**config.mk**
```make
export PLATFORM = sky130hd
export DESIGN_NAME = rf_wb_arbiter_flat
export DESIGN_NICKNAME = d
export VERILOG_FILES = /design/src/rtl/rf_wb_arbiter_if.sv /design/src/rtl/rf_wb_arbiter.sv /design/src/flat_wrapper.sv
export SDC_FILE = /design/constraint.sdc
export NUM_CORES = 1
export LEC_CHECK = 0
export ABC_AREA = 1
export BUFFER_PORTS_ARGS = -buffer_cell sky130_fd_sc_hd__buf_2
export CORE_UTILIZATION = 43
export CTS_BUF_LIST = sky130_fd_sc_hd__clkbuf_4
export DETAILED_ROUTE_END_ITERATION = 16
export PLACE_DENSITY = 0.88
export SETUP_SLACK_MARGIN = 0.02
export SYNTH_ARGS = -nofsm -noshare
export SYNTH_HDL_FRONTEND = slang
export SYNTH_SLANG_ARGS = --single-unit
```
**constraint.sdc**
```tcl
create_clock -name clk -period 2.23 [get_ports clk]
set_clock_uncertainty 0.2 [all_clocks]
set_input_delay 0.3345 -clock clk [delete_from_list [all_inputs] [get_ports clk]]
set_output_delay 0.3345 -clock clk [all_outputs]
set_load 0.02 [all_outputs]
```
**src/rtl/rf_wb_arbiter_if.sv**
```systemverilog
// ---------------------------------------------------------------------------
// rf_wb_arbiter_if
//
// Bundle between the write-back requesters and the register-file write-back
// arbiter.
//
// Parameters
//   WordSize : width of the register-file write data
//   NumReq   : number of write-back requesters (2..8)
//
// Signals
//   wbEnable : global write-back enable; 0 freezes all acceptance
//   reqValid : per-requester write request
//   reqDst   : per-requester destination register index (5 bits each)
//   reqData  : per-requester write data (WordSize bits each)
//   reqReady : per-requester acceptance, combinational, one-hot or zero
//   rfWe     : registered register-file write enable
//   rfDst    : registered register-file destination index
//   rfData   : registered register-file write data
//   rfSrc    : registered index of the requester behind the current rfWe
//
// Modports
//   master : requester side (drives requests, observes acceptance and rf port)
//   slave  : arbiter side
// ---------------------------------------------------------------------------
interface rf_wb_arbiter_if #(
    parameter int WordSize = 32,
    parameter int NumReq   = 2
);
    localparam int SrcW = $clog2(NumReq);

    logic                               wbEnable;
    logic [NumReq-1:0]                  reqValid;
    logic [NumReq-1:0][4:0]             reqDst;
    logic [NumReq-1:0][WordSize-1:0]    reqData;
    logic [NumReq-1:0]                  reqReady;
    logic                               rfWe;
    logic [4:0]                         rfDst;
    logic [WordSize-1:0]                rfData;
    logic [SrcW-1:0]                    rfSrc;

    modport master (
        output wbEnable,
        output reqValid,
        output reqDst,
        output reqData,
        input  reqReady,
        input  rfWe,
        input  rfDst,
        input  rfData,
        input  rfSrc
    );

    modport slave (
        input  wbEnable,
        input  reqValid,
        input  reqDst,
        input  reqData,
        output reqReady,
        output rfWe,
        output rfDst,
        output rfData,
        output rfSrc
    );
endinterface

```
**src/rtl/rf_wb_arbiter.sv**
```systemverilog
// ---------------------------------------------------------------------------
// rf_wb_arbiter
//
// Arbitrates up to NumReq write-back requesters onto the single register-file
// write port. At most one request is accepted per cycle; the accepted request
// appears on the registered rf* outputs one cycle later. Writes to x0 are
// accepted but produce no rfWe pulse.
//
// Configuration macro
//   RF_WB_ARB_RR_EN : defined   -> round-robin, search starts after the last
//                                  accepted requester (pointer resets to
//                                  NumReq-1 so requester 0 goes first)
//                     undefined -> fixed priority, lowest index wins, no
//                                  pointer state
//
// Ports
//   clk    : clock, rising edge
//   nReset : asynchronous, active-low reset
//   bus    : rf_wb_arbiter_if.slave (requests in, acceptance and rf port out)
// ---------------------------------------------------------------------------
module rf_wb_arbiter #(
    parameter int WordSize = 32,
    parameter int NumReq   = 2
) (
    input  logic              clk,
    input  logic              nReset,
    rf_wb_arbiter_if.slave    bus
);

    localparam int SrcW = $clog2(NumReq);

    // Arbitration result (before wbEnable gating)
    logic [NumReq-1:0]      grant_s;
    logic [SrcW-1:0]        grant_idx_s;
    logic                   grant_any_s;
    logic                   xfer_s;

    // Registered register-file port
    logic                   rf_we_q;
    logic                   rf_we_d;
    logic [4:0]             rf_dst_q;
    logic [4:0]             rf_dst_d;
    logic [WordSize-1:0]    rf_data_q;
    logic [WordSize-1:0]    rf_data_d;
    logic [SrcW-1:0]        rf_src_q;
    logic [SrcW-1:0]        rf_src_d;

`ifdef RF_WB_ARB_RR_EN
    // Round-robin pointer: index of the last accepted requester
    logic [SrcW-1:0]        last_q;
    logic [SrcW-1:0]        last_d;

    // Round-robin search: walk from last_q+1 around to last_q, first valid wins.
    // cand_v carries one extra bit so last_q + k never overflows before the wrap.
    always_comb begin : rr_search
        logic [SrcW:0] cand_v;
        logic          hit_v;
        cand_v      = '0;
        hit_v       = 1'b0;
        grant_idx_s = '0;
        grant_any_s = 1'b0;
        for (int k = 1; k <= NumReq; k++) begin
            cand_v = {1'b0, last_q} + (SrcW+1)'(k);
            if (cand_v >= (SrcW+1)'(NumReq)) begin
                cand_v = cand_v - (SrcW+1)'(NumReq);
            end else begin
                cand_v = cand_v;
            end
            hit_v       = !grant_any_s && bus.reqValid[cand_v[SrcW-1:0]];
            grant_idx_s = hit_v ? cand_v[SrcW-1:0] : grant_idx_s;
            grant_any_s = grant_any_s | hit_v;
        end
    end

    // Pointer next state: advances only on a completed transfer
    always_comb begin
        last_d = last_q;
        if (xfer_s) begin
            last_d = grant_idx_s;
        end else begin
            last_d = last_q;
        end
    end

    // Pointer register; reset value makes requester 0 the first candidate
    always_ff @(posedge clk or negedge nReset) begin
        if (!nReset) begin
            last_q <= SrcW'(NumReq - 1);
        end else begin
            last_q <= last_d;
        end
    end
`else
    // Fixed priority: scan from the top down so the lowest valid index wins
    always_comb begin
        grant_idx_s = '0;
        grant_any_s = 1'b0;
        for (int k = NumReq - 1; k >= 0; k--) begin
            grant_idx_s = bus.reqValid[k] ? SrcW'(k) : grant_idx_s;
            grant_any_s = grant_any_s | bus.reqValid[k];
        end
    end
`endif

    // One-hot expansion of the winning index
    always_comb begin
        grant_s = '0;
        for (int i = 0; i < NumReq; i++) begin
            grant_s[i] = grant_any_s && (grant_idx_s == SrcW'(i));
        end
    end

    // A transfer needs a winner and an open gate; reset also closes the gate
    // so reqReady stays low while nReset is asserted.
    assign xfer_s       = grant_any_s && bus.wbEnable && nReset;
    assign bus.reqReady = grant_s & {NumReq{bus.wbEnable && nReset}};

    // Register-file port next state: capture on transfer, hold otherwise.
    // A destination of x0 is still a transfer but never pulses the write enable.
    always_comb begin
        rf_we_d   = 1'b0;
        rf_dst_d  = rf_dst_q;
        rf_data_d = rf_data_q;
        rf_src_d  = rf_src_q;
        if (xfer_s) begin
            rf_we_d   = (bus.reqDst[grant_idx_s] != 5'd0);
            rf_dst_d  = bus.reqDst[grant_idx_s];
            rf_data_d = bus.reqData[grant_idx_s];
            rf_src_d  = grant_idx_s;
        end else begin
            rf_we_d   = 1'b0;
        end
    end

    // Register-file port registers, cleared asynchronously by reset
    always_ff @(posedge clk or negedge nReset) begin
        if (!nReset) begin
            rf_we_q   <= 1'b0;
            rf_dst_q  <= 5'd0;
            rf_data_q <= '0;
            rf_src_q  <= '0;
        end else begin
            rf_we_q   <= rf_we_d;
            rf_dst_q  <= rf_dst_d;
            rf_data_q <= rf_data_d;
            rf_src_q  <= rf_src_d;
        end
    end

    assign bus.rfWe   = rf_we_q;
    assign bus.rfDst  = rf_dst_q;
    assign bus.rfData = rf_data_q;
    assign bus.rfSrc  = rf_src_q;

endmodule

```
**src/flat_wrapper.sv**
```systemverilog
// flat-port wrapper written by rule: the top's interface ports become plain ports
module rf_wb_arbiter_flat 
#(
    parameter int WordSize = 32,
    parameter int NumReq   = 2
)
  (clk, nReset, bus_wbEnable, bus_reqValid, bus_reqDst, bus_reqData, bus_reqReady, bus_rfWe, bus_rfDst, bus_rfData, bus_rfSrc);
  rf_wb_arbiter_if #(.WordSize(WordSize), .NumReq(NumReq)) bus_i ();
  input  logic clk;
  input  logic nReset;
  input wire logic [$bits(bus_i.wbEnable)-1:0] bus_wbEnable;
  input wire logic [$bits(bus_i.reqValid)-1:0] bus_reqValid;
  input wire logic [$bits(bus_i.reqDst)-1:0] bus_reqDst;
  input wire logic [$bits(bus_i.reqData)-1:0] bus_reqData;
  output wire logic [$bits(bus_i.reqReady)-1:0] bus_reqReady;
  output wire logic [$bits(bus_i.rfWe)-1:0] bus_rfWe;
  output wire logic [$bits(bus_i.rfDst)-1:0] bus_rfDst;
  output wire logic [$bits(bus_i.rfData)-1:0] bus_rfData;
  output wire logic [$bits(bus_i.rfSrc)-1:0] bus_rfSrc;
  assign bus_i.wbEnable = bus_wbEnable;
  assign bus_i.reqValid = bus_reqValid;
  assign bus_i.reqDst = bus_reqDst;
  assign bus_i.reqData = bus_reqData;
  assign bus_reqReady = bus_i.reqReady;
  assign bus_rfWe = bus_i.rfWe;
  assign bus_rfDst = bus_i.rfDst;
  assign bus_rfData = bus_i.rfData;
  assign bus_rfSrc = bus_i.rfSrc;
  rf_wb_arbiter #(.WordSize(WordSize), .NumReq(NumReq)) u_core (.clk(clk), .nReset(nReset), .bus(bus_i));
endmodule
```
Word-level counts from Yosys, hierarchy flattened
Cells that the tools add are included.

Bits in writable memories: 0. Latch bits: 0. Output and inout bits: 41. Register bits: 39. Bits of input ports: 79. Bits in read-only memories: 0. Memories: 0. Word-level logic and storage cells: 21.

Reductions and logical operators: 6. Multipliers: 0. Bitwise gates (word level): 3. $lt $le $gt $ge: 1. Multiplexer cells: 7. Div/mod/pow operators: 0. Add/subtract/negate cells: 0. Equality and inequality tests: 0. Shift-type cells: 0.

Operators with widths (count): 32-bit 2-to-1 mux (2); 5-bit 2-to-1 mux (2); 1-bit logical AND (5); 5-bit nonzero test (1); 1-bit 2-to-1 mux (3); 2-bit bitwise AND (1); 1-bit by 2-bit less-than comparator with 1-bit output, second input constant (1); 1-bit NOT (1); 1-bit OR (1).

Logic depth before layout (Yosys ltp)
Depth after elaboration: 6. Depth in mapped cells: 9. Gate-level depth less buffers: 7.

Least setup slack after synthesis
OpenSTA, ideal clock, no wires.

Kind: in2out. Start point: input port bus_reqValid[0]. End point: output port bus_reqReady[1]. Buffers on the path: 1. Stages on the path: 4. Setup slack: 0.753 ns. Data required time: 1.696 ns. Data arrival time: 0.942 ns. Cells stage by stage: inv_2 > nand2_4 > clkbuf_1 > nor2_1.

Word-level cells in the longest chain between the ends: 3. Elaborated cells on any way between the ends: 4. Classes of those cells: 1 x mux; 2 x bitwise; 1 x reduce/logical.

RTL lines: from (decl) (RTL line flat_wrapper.sv:12) `input wire logic [$bits(bus_i.reqValid)-1:0] bus_reqValid;`; 1-bit OR / 1-bit 2-to-1 mux (equally long branches) (RTL line rf_wb_arbiter.sv:100, rf_wb_arbiter.sv:99); 1-bit logical AND (*) (RTL line rf_wb_arbiter.sv:109) `grant_s[i] = grant_any_s && (grant_idx_s == SrcW'(i));`; 2-bit bitwise AND (*) (RTL line rf_wb_arbiter.sv:116) `assign bus.reqReady = grant_s & {NumReq{bus.wbEnable && nReset}};`; to (decl) (RTL line flat_wrapper.sv:15) `output wire logic [$bits(bus_i.reqReady)-1:0] bus_reqReady;`.

Mark *: on every way between the ends. The rest lies on a longest branch, timed or not.

Worst setup path after layout
Start point: input port nReset. End point: output port bus_reqReady[0].

Word-level cells in the longest chain between the ends: 2.

RTL lines: from (decl) (RTL line flat_wrapper.sv:10) `input logic nReset;`; 1-bit logical AND (RTL line rf_wb_arbiter.sv:116); 2-bit bitwise AND (RTL line rf_wb_arbiter.sv:116).

Every way passes these cells.

==> run_results.csv <==
group,metric,value,unit
finish,nets,455,
global_route,gr-total-overflow,0,
pwr,powerDensity,690,nW/um^2
pwr,p_leak,1.63,nW
clock_network,cts_htree_levels,2,
clock_network,clock_sinks,39,
finish,area_growth,31.5,%
global_route,antenna_found_initial,0,
timing,setup_viol,0,
pwr,ir_drop,0.000300,V
timing,layout_setup_ws,195,ps
timing,max_freq,491,MHz
synth,synth_nets,339,
global_route,track_usage,19.0,%
timing,fin_crit_sh,91.3,%
synth,synth_top_area_share,47.7,%
synth,muxShareOfSynthArea,0,%
worst_setup_path,critPathSlowestCell,"dlygate4sd3_1",
timing,finalHoldViolations,0,
timing,relSlewSlack,67.7,%
finish,utilization,60.1,%
global_route,grt_max_degree,51,
worst_setup_path,crit_family,"buffers and inverters",
clock_network,clock_latency,330,ps
finish,final_cell_mix,"buf_2, nand2_1, inv_1",
worst_setup_path,critical_path_class,"in2out",
status,status,"finished, violations left",
synth,syn_area,2040,sq um
synth,synth_top_family_by_area,"compound AO/OA/AOI/OAI gates",
route,drc,7,
clock_network,tritoncts,"yes",
worst_setup_path,cp.arrival,1500,ps
route,via_per_inst,4.61,
route,firstDrtPassIters,10,
min_path,worstHoldPathType,"in2reg",
floorplanning,core-area,4470,sq um
synth,synthCells,260,
worst_setup_path,critPathRequiredTime,1700,ps
status,violations,"DRC",
placement,hpwlAfterDp,3470,microns
placement,finalWeightedCongestion,0.761,
finish,n_antenna_cell,0,
floorplanning,ioPinCount,120,
synth,synth-seq-area-share,47.7,%
clock_network,cts.path.max_buffers,2,
worst_setup_path,worstSetupEndpointType,"output pin",
route,ant_nets,0,
floorplanning,initial_core_util,45.7,%
job,drv_cap,0,
synth,yosys.area_share.adder,0,%
synth,yosys.area_share.xor_xnor,0,%
floorplanning,rows,24,
synth,synth.area.top_cells,"dfrtp_1, nand2_1, o21ai_0",
timing,fin_setup_tns,0,ps
floorplanning,die_h,71.0,microns
pwr,p_total,1.86,mW
route,drtIter0Drc,51,
route,post_drt_wl_per_cell,10.7,microns
route,wl,4570,microns
synth,postSynthAreaPerCell,7.86,sq um
floorplanning,fp.dieW,71.0,microns
placement,portBuffers,119,
synth,synth_area_leader_cell,"dfrtp_1",
route,vias,1972,
clock_network,numCtsBuffers,5,
synth,synth_seq_cells,39,
worst_setup_path,crit_chain,"dlygate4sd3_1 -> buf_2 -> nand2_1 -> inv_1 -> nand2_1 -> inv_1 -> buf_2",
floorplanning,dieArea,5030,sq um
timing,timing.final.max_slew_violations,0,
synth,yosysUniqueCellTypes,15,
synth,yosys_warnings,0,
timing,rsz0062_at_grt,"no",
clock_network,cts_root_buf,"clkbuf_4",
finish,drive_above_1_share,40.4,%
timing,period_needed,2040,ps
worst_setup_path,crit_fanout,3,
finish,layout_commonest_cell,"buf_2",
worst_setup_path,path_buf_inv,5,
synth,synth-compound-area-share,21.3,%
clock_network,clk_pin_slew,110,ps
timing,worstMarginPinSlew,484,ps
global_route,grt_pass1_wl,7480,microns
worst_setup_path,critPathLaunchType,"input port",
worst_setup_path,slowest_delay,540,ps
global_route,grt_pass1_vias,1691,
clock_network,post_cts_resized,0,
placement,preCtsSetupSlack,462,ps
synth,synthSimpleGateAreaFrac,17.4,%
==> worst paths after layout <==
path / startpoint / to / slack, ps / depth (start not counted)
min reg2reg: u_core.bus.rfData[4]$_DFFE_PN0P_ / u_core.bus.rfData[4]$_DFFE_PN0P_ / 280 / 2
max: nReset / bus_reqReady[0] / 190 / 7
max reg2reg: u_core.bus.rfData[1]$_DFFE_PN0P_ / u_core.bus.rfData[1]$_DFFE_PN0P_ / 1370 / 2
min: bus_reqData[44] / u_core.bus.rfData[12]$_DFFE_PN0P_ / 90 / 3
max in group asynchronous: nReset / u_core.bus.rfData[18]$_DFFE_PN0P_ / 1040 / 3
min in group asynchronous: nReset / u_core.bus.rfData[26]$_DFFE_PN0P_ / 450 / 3
==> cells by family after synthesis <==
family,Yosys count
and+or+nand+nor,91
buffers and inverters,58
DFF,39
AOI/OAI and AO/OA,72
==> power by group <==
group          leakage, nW  total, mW  internal [mW]  switching (mW)
clock               0.0285      0.327          0.112           0.215
combinational         1.12      0.635          0.239           0.395
sequential           0.479      0.894          0.831          0.0634
total                 1.63       1.86           1.18           0.674
==> metrics by stage <==
stage	instances	hold WS, ps	cell area [sq um]
3_3_place_gp	420	258	2630
5_1_grt	428	89.7	2690
2_1_floorplan	260	-161	2040
6_report	428	94.7	2690
4_1_cts	428	79.9	2690
3_5_place_dp	420	262	2630
==> final cells by class <==
cell class              instances  area, sq um
fillers                       421         1790
flip-flops and latches         39          976
multi-input cells             163          792
repair buffers                124          648
inverters                      43          161
well taps                      52         65.1
clock buffers                   5         37.5
clock inverters                 2         8.76
==> synthesized netlist by cell type <==
cell and instances:
o21ai_0 36, nand3b_1 1, nand2_1 83, inv_1 41, dfrtp_1 39, buf_2 4
clkbuf_2 1, inv_2 2, nand3_1 3, buf_6 7, nand2_4 1, clkbuf_1 3
nor2_1 3, o21ai_2 20, o21ai_1 16
==> sequential cells by signal, indices dropped and copies added, names as in the netlist <==
| signal | count |
|---|---|
| u_core.bus.rfData | 32 |
| u_core.bus.rfWe | 1 |
| u_core.bus.rfSrc | 1 |
| u_core.bus.rfDst | 5 |
==> metal layers <==
metal  vias up  routed length (microns)  track usage, %
met5         -                        0               0
met4         0                       58            6.67
met3         6                      287            4.84
met2        76                     2280            32.9
met1       856                     1940            23.0
li1       1034                        -               -
==> tightest hold or removal path: stages <==
cell     delay, ps
buf_2           70
o21ai_0         70
o21ai_1        120
==> what timing repair did <==
action | in CTS | in global routing
hold buffers | 1 | 0
hold endpoints to repair | 39 | 0
buffers inserted | 0 | 0
Note: power is estimated with default switching activity, not from simulation.
